File: src/rtl/multi_push_fifo.sv
// Multi-push / single-pop synchronous FIFO with show-ahead read port.
// Optional sticky overflow flag `ovf` when MULTI_PUSH_FIFO_OVF_FLAG_EN is defined.
module multi_push_fifo #(
    parameter int unsigned DEPTH      = 8,
    parameter int unsigned DATA_WIDTH = 8,
    parameter int unsigned PUSH_MAX   = 4
) (
    input  logic                          clk,
    input  logic                          rst,
    input  logic [$clog2(PUSH_MAX):0]     push_cnt,
    input  logic [DATA_WIDTH-1:0]         data_in [PUSH_MAX],
    output logic [$clog2(PUSH_MAX):0]     space_cnt,
    input  logic                          pop,
    output logic [DATA_WIDTH-1:0]         data_out,
    output logic                          valid,
    output logic [$clog2(DEPTH):0]        count,
`ifdef MULTI_PUSH_FIFO_OVF_FLAG_EN
    output logic                          ovf,
`endif
    output logic                          full
);

    localparam int unsigned AW = $clog2(DEPTH);
    localparam int unsigned PW = AW + 1;
    localparam int unsigned CW = $clog2(PUSH_MAX) + 1;

    logic [PW-1:0]         w_ptr_q, w_ptr_d;
    logic [PW-1:0]         r_ptr_q, r_ptr_d;
    logic [DATA_WIDTH-1:0] mem_q [DEPTH];
    logic [DATA_WIDTH-1:0] mem_d [DEPTH];
    logic [PW-1:0]         free;
    logic [CW-1:0]         acc;

    // Wrap bit makes w_ptr - r_ptr distinguish full from empty.
    assign count     = w_ptr_q - r_ptr_q;
    assign free      = PW'(DEPTH) - count;
    assign space_cnt = (free >= PW'(PUSH_MAX)) ? CW'(PUSH_MAX) : free[CW-1:0];
    assign acc       = (push_cnt < space_cnt) ? push_cnt : space_cnt;
    assign valid     = (count != '0);
    assign full      = (count == PW'(DEPTH));
    assign data_out  = mem_q[r_ptr_q[AW-1:0]];

    always_comb begin
        w_ptr_d = w_ptr_q;
        r_ptr_d = r_ptr_q;
        mem_d   = mem_q;
        if (!rst) begin
            w_ptr_d = '0;
            r_ptr_d = '0;
        end else begin
            for (int i = 0; i < PUSH_MAX; i++) begin
                if (CW'(i) < acc) begin
                    mem_d[w_ptr_q[AW-1:0] + AW'(i)] = data_in[i];
                end
            end
            w_ptr_d = w_ptr_q + PW'(acc);
            r_ptr_d = r_ptr_q + PW'(pop && valid);
        end
    end

    always_ff @(posedge clk) begin
        w_ptr_q <= w_ptr_d;
        r_ptr_q <= r_ptr_d;
        mem_q   <= mem_d;
    end

`ifdef MULTI_PUSH_FIFO_OVF_FLAG_EN
    logic ovf_q, ovf_d;

    always_comb begin
        ovf_d = ovf_q;
        if (!rst) begin
            ovf_d = 1'b0;
        end else if ((push_cnt > space_cnt) || (push_cnt > CW'(PUSH_MAX))) begin
            ovf_d = 1'b1;
        end
    end

    always_ff @(posedge clk) begin
        ovf_q <= ovf_d;
    end

    assign ovf = ovf_q;

    push_cnt_in_range: assert property (@(posedge clk) disable iff (!rst)
        push_cnt <= CW'(PUSH_MAX));
`endif

endmodule

File: config.mk
export PLATFORM = sky130hd
export DESIGN_NAME = multi_push_fifo
export DESIGN_NICKNAME = d
export VERILOG_FILES = /design/src/rtl/multi_push_fifo.sv
export SDC_FILE = /design/constraint.sdc
export NUM_CORES = 1
export LEC_CHECK = 0
export ABC_AREA = 1
export CAP_MARGIN = 10
export CELL_PAD_IN_SITES_DETAIL_PLACEMENT = 1
export CELL_PAD_IN_SITES_GLOBAL_PLACEMENT = 2
export CORE_UTILIZATION = 35
export DETAILED_ROUTE_END_ITERATION = 10
export GPL_TIMING_DRIVEN = 1
export PLACE_DENSITY = 0.95
export SYNTH_ARGS = -nofsm -noshare
export SYNTH_HDL_FRONTEND = slang
export SYNTH_SLANG_ARGS = --single-unit
File: constraint.sdc
create_clock -name clk -period 7.7 [get_ports clk]
set_input_delay 1.925 -clock clk [delete_from_list [all_inputs] [get_ports clk]]
set_output_delay 1.925 -clock clk [all_outputs]
set_load 0.01 [all_outputs]
==> flow_metrics.tcl <==
set metrics [dict create \
    reg2reg_slack_ns 2.42 \
    numPortBuffers 54 \
    grtUsageTotal 0.3363 \
    drc_errors 0 \
    post_synth_edffs 64 \
    post-route-period-util 0.7001 \
    worstPathRequired_ns 5.78 \
    syn_area_per_cell_um2 5.920 \
    cp_data_arrival_time_ns 3.47 \
    synthesis.yosys.warnings 0 \
    post_synth_inst_count 1304 \
    postRouteAntennaNets 0 \
    die_width_um 150.5 \
    cts.hold.buffers_added 0 \
    worst_pin_slew_ns 1.202 \
    clk-insertion-delay-late_ns 0.36 \
    buffers_from_clock_root_to_sink_at_most 2 \
    post-route-min-period_ns 5.391 \
    maxSlewViolCount 0 \
    fraction_of_the_yosys_area_taken_by_sequential_cells 0.2697 \
    post_cts_resized 0 \
    initialDrtViolationCount 1272 \
    max_freq_mhz 185.5 \
    grt_max_degree 73 \
    rsz0062_at_grt "no" \
    slew_headroom 0.1942 \
    cts.root.buffer_cell "sky130_fd_sc_hd__clkbuf_16" \
    outcome "finished, final reports clean" \
    post_layout_nonfiller_instances 1587 \
    post_synth_arst_share 0 \
    placed_cell_area_mm2 0.008388 \
    initial_utilization 0.3615 \
    finalSetupViolations 0 \
    netlist.top_cell.by_area "sky130_fd_sc_hd__edfxtp_1" \
    clkTransAtPathRegs_ns 0.07 \
    antenna_found_initial 1 \
    cts_inserted_buffers 9 \
    synth.area.top_cells "sky130_fd_sc_hd__edfxtp_1 (25%), sky130_fd_sc_hd__nand2_1 (15%), sky130_fd_sc_hd__nor2_1 (12%)" \
    synth_cell_type_count 35 \
    core_mm2 0.02135 \
    postSynthRegisterBits 72 \
    cts.sink_count 72 \
    dpl.cell_count 1571 \
    routed_wirelength_mm 37.06 \
    io_pins 55 \
    grt_pass1_vias 9105 \
    drt_pre_antenna_iters 5 \
    hold_viol 0 \
    hp-class "flop to flop" \
    post_synthesis_to_final_layout_area_growth_pct 12.45 \
    routed_via_density 5.981 \
    via_count 9492 \
    fin_area_mm2 0.008681 \
    timing.critical_path.from_type "flop" \
    layout-drive-gt1-share 0.03811 \
    cts.repair_timing.setup_buffer_count 0 \
    avgRoutedWirePerCell_um 23.35 \
    synth_fp_nets 1358 \
    grt_overflow_total 0 \
    placement_rows 53 \
    finalNetCount 1361 \
    yosys-top-cells-count "sky130_fd_sc_hd__nand2_1 (306), sky130_fd_sc_hd__nor2_1 (242), sky130_fd_sc_hd__inv_1 (163)" \
    path_max_fanout 51 \
    htreeDepth 3 \
    yosysMostFrequentCell "sky130_fd_sc_hd__nand2_1" \
    max-cap-violations 0 \
    insertedDiodeCount 0 \
    worst-setup-path-type "flop to primary output" \
    hpwl_mm 23.90 \
    filler_cells 2915 \
    grt_first_pass_wirelength_mm 55.78 \
    dominantRegCellSynth "sky130_fd_sc_hd__edfxtp_1" \
    critPathCaptureType "primary output" \
    die_height_um 150.5 \
    totalNegativeSetupSlack_ns 0 \
    synth_top_area_share 0.2489 \
    tritoncts_clock_tree "done" \
    die-area_mm2 0.02265 \
    finalWeightedCongestion 0.9030 \
    synthesis.area_mm2 0.007720 \
    finClkSkew_ns 0.006636 \
]
-- layer usage --
layer | GRT usage | part of all wire | vias up
met4 | 0.1268 | 0.039 | 0
met2 | 0.5060 | 0.42 | 565
met5 | 0 | 0 | -
met3 | 0.05939 | 0.11 | 93
met1 | 0.4750 | 0.43 | 4514
li1 | - | - | 4320
-- worst max-delay path: stages (launching register included) --
cell,delay (ns)
sky130_fd_sc_hd__dfxtp_1,0.31
sky130_fd_sc_hd__buf_4,0.45
sky130_fd_sc_hd__ha_1,0.25
sky130_fd_sc_hd__inv_1,0.07
sky130_fd_sc_hd__fa_1,0.51
sky130_fd_sc_hd__inv_1,0.07
sky130_fd_sc_hd__ha_1,0.24
sky130_fd_sc_hd__xor2_1,0.18
sky130_fd_sc_hd__nand2_1,0.11
sky130_fd_sc_hd__nor2_4,0.14
sky130_fd_sc_hd__nand2_1,0.12
sky130_fd_sc_hd__inv_1,0.10
sky130_fd_sc_hd__clkdlybuf4s50_1,0.54
-- registers in the layout, indices dropped and copies added (netlist names) --
| name | flops |
|---|---|
| mem_q | 64 |
| r_ptr_q | 4 |
| w_ptr_q | 4 |
-- cell usage in the layout (no fill, tap or decap), drive strengths merged, types with 2 or more instances in the layout --
| master | count |
|---|---|
| or2 | 3 |
| o22ai | 8 |
| a31oi | 8 |
| nor2 | 243 |
| nand3b | 3 |
| a21oi | 77 |
| nand2 | 310 |
| o211ai | 8 |
| edfxtp | 64 |
| fa | 2 |
| buf | 15 |
| dfxtp | 8 |
| clkdlybuf4s50 | 53 |
| nand3 | 115 |
| clkbuf | 13 |
| ha | 14 |
| o21a | 2 |
| nand4 | 97 |
| o21ai | 88 |
| nor3 | 10 |
| clkinv | 2 |
| inv | 164 |
-- area by class of cell --
class                   count  area [um2]  share of cell area
inverters                 165       619.3             0.07135
clock buffers              13       250.2             0.02883
clock inverters             3       42.54            0.004901
well taps                 275       344.1             0.03964
flip-flops and latches     72        2082              0.2398
repair buffers             68       640.6             0.07380
multi-input cells         991        4702              0.5417
-- worst paths after layout --
kind                            startpoint           end  depth (start not counted)
worst min register to register  w_ptr_q[3]    w_ptr_q[3]                          2
worst max-delay path            r_ptr_q[0]  space_cnt[1]                         12
worst max register to register  r_ptr_q[0]     mem_q[59]                         21
worst min-delay path            w_ptr_q[3]    w_ptr_q[3]                          2
-- kinds of logic after synthesis --
logic type,after synthesis,synth area share
AOI/OAI and AO/OA,192,0.1306
buffers and inverters,241,0.1235
adders and majority gates,16,0.02788
and+or+nand+nor,782,0.4472
xor gates and xnor gates,1,0.001135
DFF,72,0.2697
-- metrics by stage --
stage	utilization	setup WS [ns]	hold slack [ns]
global route	0.4065	2.102	0.5414
detailed placement	0.3928	2.492	0.5092
finish	0.4065	2.309	0.5153
global placement	0.3928	2.611	0.4777
CTS	0.4065	2.312	0.5217
floorplan	-	3.704	0.4579
Power is left out: the tool's default activity adds up to more than one toggle a clock period on the data nets, which glitch-free logic cannot reach.
==> RTL edit 1 (same settings) <==
The parameter `PUSH_MAX` goes from 4 to 2.
--- a/src/rtl/multi_push_fifo.sv
+++ b/src/rtl/multi_push_fifo.sv
@@ -3,7 +3,7 @@
 module multi_push_fifo #(
     parameter int unsigned DEPTH      = 8,
     parameter int unsigned DATA_WIDTH = 8,
-    parameter int unsigned PUSH_MAX   = 4
+    parameter int unsigned PUSH_MAX   = 2
 ) (
     input  logic                          clk,
     input  logic                          rst,
Ports: changed (resized data_in, push_cnt and space_cnt); port bits go from 55 to 37. No check against the original RTL was run, so the function may have changed too.
==> RTL edit 1 against the original RTL <==
Critical path type is now register to register; synthesized area fell by 30%; setup slack lost 0.11 ns; fmax decreased by 2.1%; die area decreased by 29%; design area shrank 29%; routed wire length is 48% lower; critical path depth increased by 7; sequential cell count unchanged.
==> RTL edit 1: results (changes against the original RTL) <==
Synthesized net count -> 825 (was 1358)
Critical path origin -> r_ptr_q[2] (was r_ptr_q[0])
Root Driver -> clkbuf_16 (unchanged)
DP HPWL -> 12100 µm (was 23900 µm)
Mux share of post-synthesis cell area -> 0.00208 (was 0)
# fillers -> 1899 (was 2915)
Biggest regs -> mem_q (64), r_ptr_q (4), w_ptr_q (4) (unchanged)
Sequential power -> 0.779 mW
Synth Warn # -> 0 (unchanged)
Syn Inst Count -> 791 (was 1304)
XOR/XNOR Fraction of Synth Area -> 0.00162 (was 0.00113)
Num CTS Buffers -> 9 (unchanged)
Area contributors post-synth -> edfxtp_1 35%, nand2_1 11%, nand3_1 9.9% (was edfxtp_1 25%, nand2_1 15%, nor2_1 12%)
Post-DR vias/cell -> 5.64 (was 5.98)
Vias in the first global route -> 5713 (was 9105)
Overall Global Routing Usage -> 0.250 (was 0.336)
Layout cells sized above 1 -> 0.0473 (was 0.0381)
Synth Area in Compound Gates -> 0.156 (was 0.131)
Worst Hold Class -> register to register (unchanged)
Buffers added on ports -> 36 (was 54)
Post-synth EDFFs -> 64 (unchanged)
Sequential power share -> 0.262
M2 GR Usage -> 0.419 (was 0.506)
First-pass GRT wire length -> 30600 µm (was 55800 µm)
Final Skew -> 0.00568 ns (was 0.00664 ns)
Initial DRC count -> 397 (was 1272)
Synth Area in Adders -> 0.0328 (was 0.0279)
Hold path start -> w_ptr_q[3] (unchanged)
Status -> complete, no violations (unchanged)
CP Data Arrival Time -> 5.60 ns (was 3.47 ns)
Fin Hold WS -> 0.516 ns (was 0.515 ns)
Met1 WL -> 8220 µm (was 15900 µm)
Post-CTS sizing -> 0 (unchanged)
Sequential share of the synthesized area -> 0.384 (was 0.270)
Worst Hold Depth -> 1 (was 2)
Slew margin rel. -> 0.121 (was 0.194)
CP peak stage delay -> 0.87 ns (was 0.54 ns)
Synth async-reset ratio -> 0 (unchanged)
Routed len/inst -> 19.3 µm (was 23.3 µm)
Met3 Usage GRT -> 0.0460 (was 0.0594)
Crit-path leading delay family -> simple AND/OR/NAND/NOR gates (was buffers and inverters)
Routability cong. -> 0.786 (was 0.903)
CP max stage cell -> nand2_2 (was clkdlybuf4s50_1)
R2r setup slk -> 2.20 ns (was 2.42 ns)
TritonRoute pass-1 iters -> 5 (unchanged)
Worst r2r path cells -> 19 (was 21)
Worst hold path endpoint -> w_ptr_q[3] (unchanged)
Dpl cells -> 975 (was 1571)
Synth cell count leaders -> 166 x nand2_1, 112 x nor2_1, 107 x nand3_1 (was 306 x nand2_1, 242 x nor2_1, 163 x inv_1)
Leakage -> 2.85 nW
Met1 Track Usage GR -> 0.320 (was 0.475)
Peak fanout along the critical path -> 60 (was 51)
WL met3 -> 1250 µm (was 4000 µm)
Vias -> 5594 (was 9492)
Initial antenna violation count -> 0 (was 1)
Worst-Skew Late Latency -> 0.36 ns (about the same)
Synth cell types -> 30 (was 35)
Crit path capture -> mem_q[44] (was space_cnt[1])
Routed length on met2 -> 9210 µm (was 15700 µm)
==> RTL edit 1: layout make-up <==
cell class                 count  area share
multi-input combinational    571       0.449
inverter                      96      0.0585
timing repair buffer          49      0.0742
tap                          188      0.0382
clock inverter                 1    0.000610
sequential                    72       0.338
clock buffer                  15      0.0419
==> RTL edit 1: worst reg2reg max path, cell delays in order (launching register included) <==
cell and delay [ns]:
dfxtp_1 0.68, clkinv_1 0.65, ha_1 0.54, inv_1 0.05, nand2_1 0.12, nand2_2 0.10, nor2_1 0.10, nand3_1 0.09
nand2_1 0.14, nand2_1 0.08, ha_1 0.27, nand2_1 0.06, nand2_1 0.05, nand2_2 0.58, nand2_2 0.87, buf_4 0.52
nand3_1 0.10, nand2_1 0.07, nor2_1 0.12, nor2_1 0.06
==> RTL edit 1: per-stage QoR <==
step / instance area, µm² / setup WS (ns)
after floorplan: 5420 / 3.10
after global placement: 5890 / 2.37
after detailed placement: 5890 / 2.26
after CTS: 6150 / 2.23
after global routing: 6160 / 1.86
final: 6160 / 2.20
==> RTL edit 2 (same flow settings) <==
Made on the original files. Put a register stage on the output `count`, without a reset. The value now appears one clock later. The other outputs are not delayed to match.
--- a/src/rtl/multi_push_fifo.sv
+++ b/src/rtl/multi_push_fifo.sv
@@ -24,6 +24,8 @@
     localparam int unsigned PW = AW + 1;
     localparam int unsigned CW = $clog2(PUSH_MAX) + 1;
 
+    logic [$clog2(DEPTH):0] count_d;
+
     logic [PW-1:0]         w_ptr_q, w_ptr_d;
     logic [PW-1:0]         r_ptr_q, r_ptr_d;
     logic [DATA_WIDTH-1:0] mem_q [DEPTH];
@@ -32,12 +34,12 @@
     logic [CW-1:0]         acc;
 
     // Wrap bit makes w_ptr - r_ptr distinguish full from empty.
-    assign count     = w_ptr_q - r_ptr_q;
-    assign free      = PW'(DEPTH) - count;
+    assign count_d   = w_ptr_q - r_ptr_q;
+    assign free      = PW'(DEPTH) - count_d;
     assign space_cnt = (free >= PW'(PUSH_MAX)) ? CW'(PUSH_MAX) : free[CW-1:0];
     assign acc       = (push_cnt < space_cnt) ? push_cnt : space_cnt;
-    assign valid     = (count != '0);
-    assign full      = (count == PW'(DEPTH));
+    assign valid     = (count_d != '0);
+    assign full      = (count_d == PW'(DEPTH));
     assign data_out  = mem_q[r_ptr_q[AW-1:0]];
 
     always_comb begin
@@ -86,5 +88,9 @@
         push_cnt <= CW'(PUSH_MAX));
 `endif
 
+    always_ff @(posedge clk) begin
+        count <= count_d;
+    end
+
 endmodule
 
Formal check against the unedited RTL: not equivalent (Yosys sat finds a counterexample within 4 cycles, from zero or initial values and one cycle with rst low).
==> RTL edit 2 against the original RTL <==
Synthesized cell count rose by 0.31%; setup slack improved by 0.074 ns; routed wire length fell by 1.0%; global-route usage fell by 0.52 points; synthesized area rose by 1.0%; design area rose by 1.4%; first-iteration DRC count fell by 2.0%; sequential cell count rose by 4; count of clock-buffer cells in the layout fell by 2; sequential share of layout area rose by 0.58 points; highest routed layer unchanged.
Power is not shown: default switching activity piles up to over one toggle a cycle in this logic, so the estimate is an artifact.
==> RTL edit 2: results (changes against the original RTL) <==
WL met3 -> 3770 µm (was 4000 µm)
Routability cong. -> 0.890 (was 0.903)
CLK BUF -> 11 (was 13)
Status -> complete, no violations (unchanged)
Initial antenna violation count -> 0 (was 1)
FF/Latch Area -> 2160 µm² (was 2080 µm²)
Clock network share of area -> 0.0351 (was 0.0337)
Largest net degree at the start of global routing -> 81 (was 73)
# fillers -> 2978 (was 2915)
Area contributors post-synth -> edfxtp_1 25%, nand2_1 15%, nor2_1 12% (unchanged)
Synth Area in Adders -> 0.0276 (was 0.0279)
Routed len/inst -> 23.0 µm (was 23.3 µm)
Multi-input gate area -> 4710 µm² (was 4700 µm²)
Post-DR vias/cell -> 5.97 (was 5.98)
Met1 WL -> 15700 µm (was 15900 µm)
XOR/XNOR Fraction of Synth Area -> 0.00112 (was 0.00113)
Pre-CTS WS -> 2.48 ns (was 2.49 ns)
Die W -> 151 µm (about the same)
Hold path start -> r_ptr_q[3] (was w_ptr_q[3])
Initial DRC count -> 1246 (was 1272)
Synth Area in Compound Gates -> 0.129 (was 0.131)
Overall Global Routing Usage -> 0.331 (was 0.336)
Placed cell areas -> 8490 µm² (was 8390 µm²)
R2r setup slk -> 2.44 ns (was 2.42 ns)
Vias in the first global route -> 9165 (was 9105)
Layout cells sized above 1 -> 0.0402 (was 0.0381)
CP Data Arrival Time -> 3.39 ns (was 3.47 ns)
Sequential share of the synthesized area -> 0.277 (was 0.270)
First-pass GRT wire length -> 55500 µm (was 55800 µm)
==> RTL edit 2: cell count changes after synthesis <==
| cell | change |
|---|---|
| dfxtp_1 | +4 |
==> RTL edit 2: routing by layer <==
metal  track usage  vias up
li1              -     4334
met1         0.460     4556
met2         0.495      550
met3        0.0617       94
met4         0.148        0
met5             0        -
==> RTL edit 2: how the worst max path moves through the flow <==
stage                            from           end  slack [ns]  depth (start not counted)
after floorplan           push_cnt[2]    w_ptr_q[1]        3.78                         12
after global placement    push_cnt[2]     mem_q[48]        2.62                         12
after detailed placement  push_cnt[2]     mem_q[35]        2.48                         13
after CTS                  r_ptr_q[0]  space_cnt[1]        2.36                         12
after global routing       r_ptr_q[0]     mem_q[63]        2.09                         22
final                      r_ptr_q[0]  space_cnt[1]        2.38                         12
==> RTL edit 2: kinds of logic after synthesis <==
family                   after synthesis
XOR/XNOR                               1
adder cells (fa/ha/maj)               16
AO/OA/AOI/OAI                        192
buffers and inverters                241
AND/OR/NAND/NOR                      782
flip-flops                            76
